--- config.mk ---
export PLATFORM = sky130hd
export DESIGN_NAME = mips_multicycle_ctrl
export DESIGN_NICKNAME = d
export VERILOG_FILES = /design/src/rtl/mips_ctrl_pkg.sv /design/src/rtl/mips_multicycle_ctrl_alu_decoder.sv /design/src/rtl/mips_multicycle_ctrl.sv
export SDC_FILE = /design/constraint.sdc
export NUM_CORES = 1
export LEC_CHECK = 0
export CAP_MARGIN = 20
export CORE_MARGIN = 5
export CORE_UTILIZATION = 37
export DETAILED_ROUTE_END_ITERATION = 6
export PLACE_DENSITY = 0.75
export SKIP_LAST_GASP = 1
export SLEW_MARGIN = 20
export SYNTH_ARGS = -nofsm -noshare
export SYNTH_HDL_FRONTEND = slang
export SYNTH_HIERARCHICAL = 1
export SYNTH_SLANG_ARGS = --single-unit
--- constraint.sdc ---
create_clock -name i_clk -period 2.4 [get_ports i_clk]
set_input_delay 0.6 -clock i_clk [delete_from_list [all_inputs] [get_ports i_clk]]
set_output_delay 0.6 -clock i_clk [all_outputs]
set_load 0.1 [all_outputs]
--- src/rtl/mips_ctrl_pkg.sv ---
// Shared constants for the multicycle MIPS control unit: FSM state encoding,
// opcode/funct values and datapath mux/ALU encodings.
// No ports; imported by mips_multicycle_ctrl and alu_decoder.
package mips_ctrl_pkg;

  typedef enum logic [3:0] {
    S_IDLE,
    S_FETCH,
    S_DECODE,
    S_MEMADR,
    S_MEMRD,
    S_MEMWB,
    S_MEMWR,
    S_EXEC,
    S_ALUWB,
    S_BRANCH,
    S_ADDIEX,
    S_ADDIWB,
    S_JUMP
  } state_t;

  // Opcodes (IR[31:26])
  localparam logic [5:0] OP_RTYPE = 6'h00;
  localparam logic [5:0] OP_J     = 6'h02;
  localparam logic [5:0] OP_BEQ   = 6'h04;
  localparam logic [5:0] OP_ADDI  = 6'h08;
  localparam logic [5:0] OP_LW    = 6'h23;
  localparam logic [5:0] OP_SW    = 6'h2B;

  // R-type funct codes (IR[5:0])
  localparam logic [5:0] FN_ADD = 6'h20;
  localparam logic [5:0] FN_SUB = 6'h22;
  localparam logic [5:0] FN_AND = 6'h24;
  localparam logic [5:0] FN_OR  = 6'h25;
  localparam logic [5:0] FN_SLT = 6'h2A;

  // ALU control encodings
  localparam logic [2:0] ALU_AND = 3'b000;
  localparam logic [2:0] ALU_OR  = 3'b001;
  localparam logic [2:0] ALU_ADD = 3'b010;
  localparam logic [2:0] ALU_SUB = 3'b110;
  localparam logic [2:0] ALU_SLT = 3'b111;

  // FSM-to-decoder ALU operation class
  localparam logic [1:0] ALUOP_ADD   = 2'b00;
  localparam logic [1:0] ALUOP_SUB   = 2'b01;
  localparam logic [1:0] ALUOP_FUNCT = 2'b10;

  // PC source mux
  localparam logic [1:0] PCSRC_ALU    = 2'b00;
  localparam logic [1:0] PCSRC_ALUOUT = 2'b01;
  localparam logic [1:0] PCSRC_JUMP   = 2'b10;

  // ALU B-operand mux
  localparam logic [1:0] SRCB_REG     = 2'b00;
  localparam logic [1:0] SRCB_FOUR    = 2'b01;
  localparam logic [1:0] SRCB_IMM     = 2'b10;
  localparam logic [1:0] SRCB_IMM_SH2 = 2'b11;

  // Store is the only memory opcode that takes the write path after MEMADR.
  function automatic logic is_store(input logic [5:0] op);
    return (op == OP_SW);
  endfunction

endpackage

--- src/rtl/mips_multicycle_ctrl_alu_decoder.sv ---
// ALU decoder: maps {aluop, funct} to the 3-bit ALU control and flags unknown funct codes.
// Latency: purely combinational. Backpressure: none.
// Ports: i_aluop (00 add, 01 sub, 10 funct), i_funct, o_alu_ctrl, o_funct_illegal.
module alu_decoder
  import mips_ctrl_pkg::*;
(
  input  logic [1:0] i_aluop,
  input  logic [5:0] i_funct,
  output logic [2:0] o_alu_ctrl,
  output logic       o_funct_illegal
);

  always_comb begin
    o_alu_ctrl      = ALU_ADD;
    o_funct_illegal = 1'b0;
    case (i_aluop)
      ALUOP_ADD: o_alu_ctrl = ALU_ADD;
      ALUOP_SUB: o_alu_ctrl = ALU_SUB;
      ALUOP_FUNCT: begin
        case (i_funct)
          FN_ADD:  o_alu_ctrl = ALU_ADD;
          FN_SUB:  o_alu_ctrl = ALU_SUB;
          FN_AND:  o_alu_ctrl = ALU_AND;
          FN_OR:   o_alu_ctrl = ALU_OR;
          FN_SLT:  o_alu_ctrl = ALU_SLT;
          default: begin
            // Unknown funct: drive a neutral code, the FSM aborts the instruction.
            o_alu_ctrl      = ALU_AND;
            o_funct_illegal = 1'b1;
          end
        endcase
      end
      default: o_alu_ctrl = ALU_ADD;
    endcase
  end

endmodule

--- src/rtl/mips_multicycle_ctrl.sv ---
// Main control FSM of the multicycle MIPS core: sequences fetch/decode/execute/mem/writeback.
// Latency: Moore outputs from the registered state; lw 5, sw/R/addi 4, beq/j 3, illegal 2 cycles.
// Backpressure: mem_req held until mem_ack; each ack-less cycle stalls the FSM one cycle.
// Ports: i_clk, i_rst (sync, active high), i_opcode/i_funct from IR, i_zero from ALU,
//   i_mem_ack from memory port; o_* are all datapath enables, mux selects and status.
module mips_multicycle_ctrl
  import mips_ctrl_pkg::*;
(
  input  logic       i_clk,
  input  logic       i_rst,
  input  logic [5:0] i_opcode,
  input  logic [5:0] i_funct,
  input  logic       i_zero,
  input  logic       i_mem_ack,
  output logic       o_mem_req,
  output logic       o_mem_we,
  output logic       o_iord,
  output logic       o_ir_write,
  output logic       o_pc_en,
  output logic [1:0] o_pc_src,
  output logic       o_alu_src_a,
  output logic [1:0] o_alu_src_b,
  output logic [2:0] o_alu_ctrl,
  output logic       o_reg_write,
  output logic       o_reg_dst,
  output logic       o_mem_to_reg,
  output logic       o_illegal_op,
  output logic       o_busy
);

  state_t     r_state;
  state_t     w_next;
  logic [1:0] w_aluop;
  logic [2:0] w_dec_alu_ctrl;
  logic       w_funct_illegal;
  logic       w_alu_en;
  logic       w_pc_write;
  logic       w_branch;

  // aluop is derived directly from the state (not from the FSM process) so the
  // decoder's illegal flag can feed next-state logic without a combinational loop.
  assign w_aluop = (r_state == S_EXEC)   ? ALUOP_FUNCT :
                   (r_state == S_BRANCH) ? ALUOP_SUB   : ALUOP_ADD;

  alu_decoder u_alu_decoder (
    .i_aluop         (w_aluop),
    .i_funct         (i_funct),
    .o_alu_ctrl      (w_dec_alu_ctrl),
    .o_funct_illegal (w_funct_illegal)
  );

  always_ff @(posedge i_clk) begin
    if (i_rst) r_state <= S_IDLE;
    else       r_state <= w_next;
  end

  always_comb begin
    w_next       = r_state;
    w_alu_en     = 1'b0;
    w_pc_write   = 1'b0;
    w_branch     = 1'b0;
    o_mem_req    = 1'b0;
    o_mem_we     = 1'b0;
    o_iord       = 1'b0;
    o_ir_write   = 1'b0;
    o_pc_src     = PCSRC_ALU;
    o_alu_src_a  = 1'b0;
    o_alu_src_b  = SRCB_REG;
    o_reg_write  = 1'b0;
    o_reg_dst    = 1'b0;
    o_mem_to_reg = 1'b0;
    o_illegal_op = 1'b0;

    case (r_state)
      S_IDLE: w_next = S_FETCH;

      S_FETCH: begin
        o_mem_req   = 1'b1;
        o_alu_src_b = SRCB_FOUR;
        w_alu_en    = 1'b1;
        // IR load and PC+4 only in the ack cycle: one increment per instruction.
        o_ir_write  = i_mem_ack;
        w_pc_write  = i_mem_ack;
        if (i_mem_ack) w_next = S_DECODE;
      end

      S_DECODE: begin
        o_alu_src_b = SRCB_IMM_SH2;
        w_alu_en    = 1'b1;
        case (i_opcode)
          OP_LW, OP_SW: w_next = S_MEMADR;
          OP_RTYPE:     w_next = S_EXEC;
          OP_BEQ:       w_next = S_BRANCH;
          OP_ADDI:      w_next = S_ADDIEX;
          OP_J:         w_next = S_JUMP;
          default: begin
            o_illegal_op = 1'b1;
            w_next       = S_FETCH;
          end
        endcase
      end

      S_MEMADR: begin
        o_alu_src_a = 1'b1;
        o_alu_src_b = SRCB_IMM;
        w_alu_en    = 1'b1;
        w_next      = is_store(i_opcode) ? S_MEMWR : S_MEMRD;
      end

      S_MEMRD: begin
        o_mem_req = 1'b1;
        o_iord    = 1'b1;
        if (i_mem_ack) w_next = S_MEMWB;
      end

      S_MEMWB: begin
        o_reg_write  = 1'b1;
        o_mem_to_reg = 1'b1;
        w_next       = S_FETCH;
      end

      S_MEMWR: begin
        o_mem_req = 1'b1;
        o_mem_we  = 1'b1;
        o_iord    = 1'b1;
        if (i_mem_ack) w_next = S_FETCH;
      end

      S_EXEC: begin
        o_alu_src_a = 1'b1;
        o_alu_src_b = SRCB_REG;
        w_alu_en    = 1'b1;
        if (w_funct_illegal) begin
          o_illegal_op = 1'b1;
          w_next       = S_FETCH;
        end else begin
          w_next = S_ALUWB;
        end
      end

      S_ALUWB: begin
        o_reg_write = 1'b1;
        o_reg_dst   = 1'b1;
        w_next      = S_FETCH;
      end

      S_BRANCH: begin
        o_alu_src_a = 1'b1;
        o_alu_src_b = SRCB_REG;
        w_alu_en    = 1'b1;
        w_branch    = 1'b1;
        o_pc_src    = PCSRC_ALUOUT;
        w_next      = S_FETCH;
      end

      S_ADDIEX: begin
        o_alu_src_a = 1'b1;
        o_alu_src_b = SRCB_IMM;
        w_alu_en    = 1'b1;
        w_next      = S_ADDIWB;
      end

      S_ADDIWB: begin
        o_reg_write = 1'b1;
        w_next      = S_FETCH;
      end

      S_JUMP: begin
        w_pc_write = 1'b1;
        o_pc_src   = PCSRC_JUMP;
        w_next     = S_FETCH;
      end

      default: w_next = S_IDLE;
    endcase
  end

  assign o_pc_en    = w_pc_write | (w_branch & i_zero);
  // ALU control reads 000 in states that do not use the ALU.
  assign o_alu_ctrl = w_alu_en ? w_dec_alu_ctrl : ALU_AND;
  assign o_busy     = (r_state != S_IDLE);

endmodule

; Yosys cells after proc, flatten, opt, wreduce, memory -nomap -nowiden
; Cells that the tools add are included.
[classes]
eq_ne = 27
mux = 30
bitwise_logic = 2
n_reduce_logical = 14
[ops]
columns = operator, count
row1 = "6-bit == test, second input constant", 7
row2 = 4-bit case mux with 8 select lines, 1
row3 = "4-bit == test, second input constant", 5
row4 = 4-bit case mux with 5 select lines, 1
row5 = 6-bit OR reduction, 3
row6 = "4-bit by 3-bit == test with 1-bit output, second input constant", 4
row7 = 4-bit two-way mux, 4
row8 = 1-bit two-way mux, 15
row9 = 3-bit case mux with 4 select lines, 1
row10 = "4-bit by 2-bit == test with 1-bit output, second input constant", 2
row11 = "6-bit by 2-bit == test with 1-bit output, second input constant", 1
row12 = "6-bit by 3-bit == test with 1-bit output, second input constant", 1
row13 = "6-bit by 4-bit == test with 1-bit output, second input constant", 1
row14 = 6-bit zero test, 1
row15 = "2-bit inequality test, second input constant", 3
row16 = 2-bit case mux with 3 select lines, 1
row17 = 3-bit case mux with 2 select lines, 1
row18 = 2-bit OR reduction, 3
row19 = 3-bit OR reduction, 2
row20 = 5-bit OR reduction, 1
row21 = "4-bit by 1-bit == test with 1-bit output, second input constant", 1
row22 = 4-bit zero test, 1
row23 = 2-bit two-way mux, 2
row24 = 1-bit case mux with 2 select lines, 2
row25 = other kinds (9), 9
[word_totals]
regBits = 4
output_inout_bits = 18

; Longest topological paths before layout
[logic_depth]
depth_word = 7
ltp_mapped = 9
ltp_nobuf = 8

; Hierarchy
; The synthesis kept the hierarchy.
[modules_own_cells]
columns = module, instances, cells_per_inst, area_per_inst_um2
row1 = mips_multicycle_ctrl, 1, 90, 629.4
row2 = alu_decoder, 1, 17, 138.9

; Worst setup path before layout
; OpenSTA, ideal clock, no wires.
[synth_path]
kind = register to output
startpoint = register r_state[0]
endpoint = output o_alu_ctrl[2]
arrival_ns = 3.181
slack_ns = -1.381
stages_incl_launch_ff = 8
cell_sequence = dfxtp_1 -> nor2b_1 -> nor2b_1 -> inv_1 -> ha_1 -> or4b_1 -> o22ai_2 -> nor2b_1
[synth_via]
elab_chain_cells = 6
elab_cells_between_ends = 14
cone_classes = eq/ne (8) / mux (5) / reduce/logical (1)
[synth_lines]
columns = item, line_no
row1 = from (decl), mips_multicycle_ctrl.sv:31  ; state_t r_state;
row2 = from (signal assigned), mips_multicycle_ctrl.sv:54  ; else r_state <= w_next;
row3 = 4-bit == test, mips_multicycle_ctrl.sv:43  ; (r_state == S_BRANCH) ? ALUOP_SUB : ALUOP_ADD;
row4 = 1-bit two-way mux, mips_multicycle_ctrl.sv:43
row5 = 2-bit two-way mux (*), mips_multicycle_ctrl.sv:42  ; assign w_aluop = (r_state == S_EXEC) ? ALUOP_FUNCT :
row6 = net w_aluop[0], mips_multicycle_ctrl.sv:33  ; logic [1:0] w_aluop;
row7 = 2-bit == test or 2-bit by 1-bit == test with 1-bit output (tied branches), mips_multicycle_ctrl_alu_decoder.sv:16  ; case (i_aluop)
row8 = 3-bit case mux with 2 select lines (*), mips_multicycle_ctrl_alu_decoder.sv:16
row9 = net w_dec_alu_ctrl[2], mips_multicycle_ctrl.sv:34  ; logic [2:0] w_dec_alu_ctrl;
row10 = 3-bit two-way mux (*), mips_multicycle_ctrl.sv:180  ; assign o_alu_ctrl = w_alu_en ? w_dec_alu_ctrl : ALU_AND;
row11 = to (decl), mips_multicycle_ctrl.sv:23  ; output logic [2:0] o_alu_ctrl,
; The timed path passes the listed nets; every way through them passes the cells marked *.

; Worst setup path after layout
[layout_path]
startpoint = register r_state[1]
endpoint = output o_alu_ctrl[2]
; The elaborated chain is that of the path after synthesis.

==> metrics.txt <==
status=finished with violations; failing checks=negative setup slack; Post-synth top flop=dfxtp_1; RSZ-0062 raised after global routing=true; Setup crit start kind=register; fmax=0.3537 GHz; Syn Inst Count=107; Max Root-Sink Buffers=2; largest family of logic cells by synthesized area=simple AND/OR/NAND/NOR gates; Setup Crit Path Kind=register to output pin; DRT Pass-1 Iters=4; final hold slack=approximately 770 ps; largest net degree at the start of global routing=18; Diodes inserted=0; DR DRC count=0; DR iter-0 viols=between 70 and 80; initial antenna violation count=0; Max Slew Vio Count=0; RR Endpoint=r_state[3]; pre-CTS setup slack=-370.6 ps; most frequent cells after synthesis=nor2b_1 (10), nor2_1 (9), inv_1 (8), a21oi_1 (7); mean number of vias per cell=a little over 6; CP endpoint kind=output pin; FF+latch count, synth=4; fin nets=~190; cell area after synthesis=approximately 770 um2; CTS tree=built; per-cell routed wire length=approximately 23 um; number of synthesized flops with an enable pin=0; Synth async-reset ratio=0%; sequential share of the synthesized area=between 10% and 20%; proportion of netlist area held by the largest area contributor=10.42%; vias in the first global route=roughly 1300; worst hold stages=3; VDD IR max=slightly below 0.6 mV; Starting Density=39.16%; root buffer cell=clkbuf_4; Unique masters post-synth=44; GRT Total Usage=about 26%; Yosys top cell by area=dfxtp_1; flop2flop setup slack=about 310 ps; global route overflow=0; leakage=0.7139 nW; compound-cell area share of the yosys netlist=approximately a quarter; Min-Delay Endpoint=r_state[1]; io pins=34; min cycle time layout=2827 ps; Crit path arrival time=roughly 2200 ps; Post-Route Setup TNS=-774.7 ps; Yosys warnings=6; FF-to-FF path depth=11; first-pass GRT wire length=roughly 6400 um; final instance area=roughly 1800 um2; Max-Cap Viols=0; Worst-Margin Slew=~580 ps; Area Growth Syn to Fin=134.9%; Final Hold Vio Count=0; Final Util=between 90% and 100%; final wirelength=around 4500 um; cts hold-fix bufs=0; simple-gate share of the synthesized area=roughly two fifths; Req. time, crit path=approximately 1800 ps; number of flip-flops in the largest register=4; ranking of synthesized cells by area=dfxtp_1 (10%), nor2b_1 (8.1%), mux2i_1 (5.2%); Crit Path Max Fanout=3; Port Buffers=33; worst min-delay path category=register to register; Synth Area in XOR/XNOR=between 4 and 5%; Tot Pwr=1.166 mW; Placer Congestion=about 0.85; PD cells=roughly 650 nW/um2; CTS sink count=4; Cells after DPL=roughly 190; setup ws final=-427.3 ps; clock slew at reported path FFs=approximately 50 ps; Reg with most FFs=r_state; max_slew headroom=60.46%; Die Height=around 56 um; die area=3087 um2; final clock skew=6.366 ps; Worst-Skew Late Latency=250 ps; share of cells above drive strength 1=58.82%; final std cells w/o fill=around 200; HP Start=r_state[2]; final period utilization=117.8%; biggest regs=r_state x4; most common cell in the netlist=nor2b_1; Syn Nets=125; DPL Wire Length=between 2000 and 3000 um; via count=~1200; row count=16; FF-to-FF Start=r_state[1]; mux contribution to synthesized area=under 10%; # setup viols final=4; CTS HTree Levels=1; ANT nets after route=0; Die Width=about 56 um; Synth Area in Adders=3.257%; clock buffer count from CTS=3; Avg Inst Size Synth=between 7 and 8 um2; Core Region=about 2000 um2; placed cell areas=approximately 1600 um2
## cell families after synthesis
logic type	after synthesis
and+or+nand+nor	51
AOI/OAI and AO/OA	26
buffers and inverters	15
muxes	5
xor gates and xnor gates	4
DFF	4
adders and majority gates	2
## final cells by class
cell class                 instances  area (um2)
multi-input combinational         88       862.1
timing repair buffer              66       762.0
fill                              72       157.7
sequential                         4       90.09
tap                               27       33.78
inverter                           8       30.03
clock buffer                       4       26.28
## worst max-delay path: stages, from the launching register on
cell	delay, ps
dfxtp_4	350
or2b_4	270
nor2b_4	130
inv_2	60
ha_4	220
or4b_4	490
o22ai_2	100
nor2b_4	180
buf_12	180
## worst max path at each step
stage,start,endpoint,slack (ps)
finish,r_state[1],o_alu_ctrl[2],-430
global route,r_state[1],o_alu_ctrl[2],-440
CTS,r_state[1],o_alu_ctrl[2],-380
detailed placement,i_funct[2],o_illegal_op,-370
global placement,i_funct[2],o_illegal_op,-310
floorplan,r_state[1],o_pc_en,-480
## layer usage
layer	track usage, %	share of wire, %	vias to the layer above
met3	5.361	6.1	31
met1	27.29	37	575
met4	18.40	6.7	0
li1	-	-	521
met2	45.27	50	89
met5	0	0	-
## power breakdown
part / internal, mW / switching (mW)
sequential: 0.0788 / 0.0143
combinational: 0.362 / 0.606
clock: 0.0632 / 0.0407
## cell usage in the layout (no fill, tap or decap), types with 3 or more instances in the layout
master / instances
a21oi_2: 4
a31oi_1: 3
buf_12: 19
buf_4: 29
buf_6: 4
clkbuf_4: 3
clkdlybuf4s50_1: 3
dlygate4sd2_1: 9
inv_1: 6
mux2i_1: 3
nand2_1: 3
nand2b_4: 3
nor2_1: 4
nor2_4: 3
nor2b_4: 7
nor3_1: 3
## what timing repair did
item                       in CTS  in global routing
buffers inserted                4                  5
pin swaps                       8                  6
gates resized for setup        46                 15
setup endpoints to repair       4                  7
(Power assumes the default switching activity.)
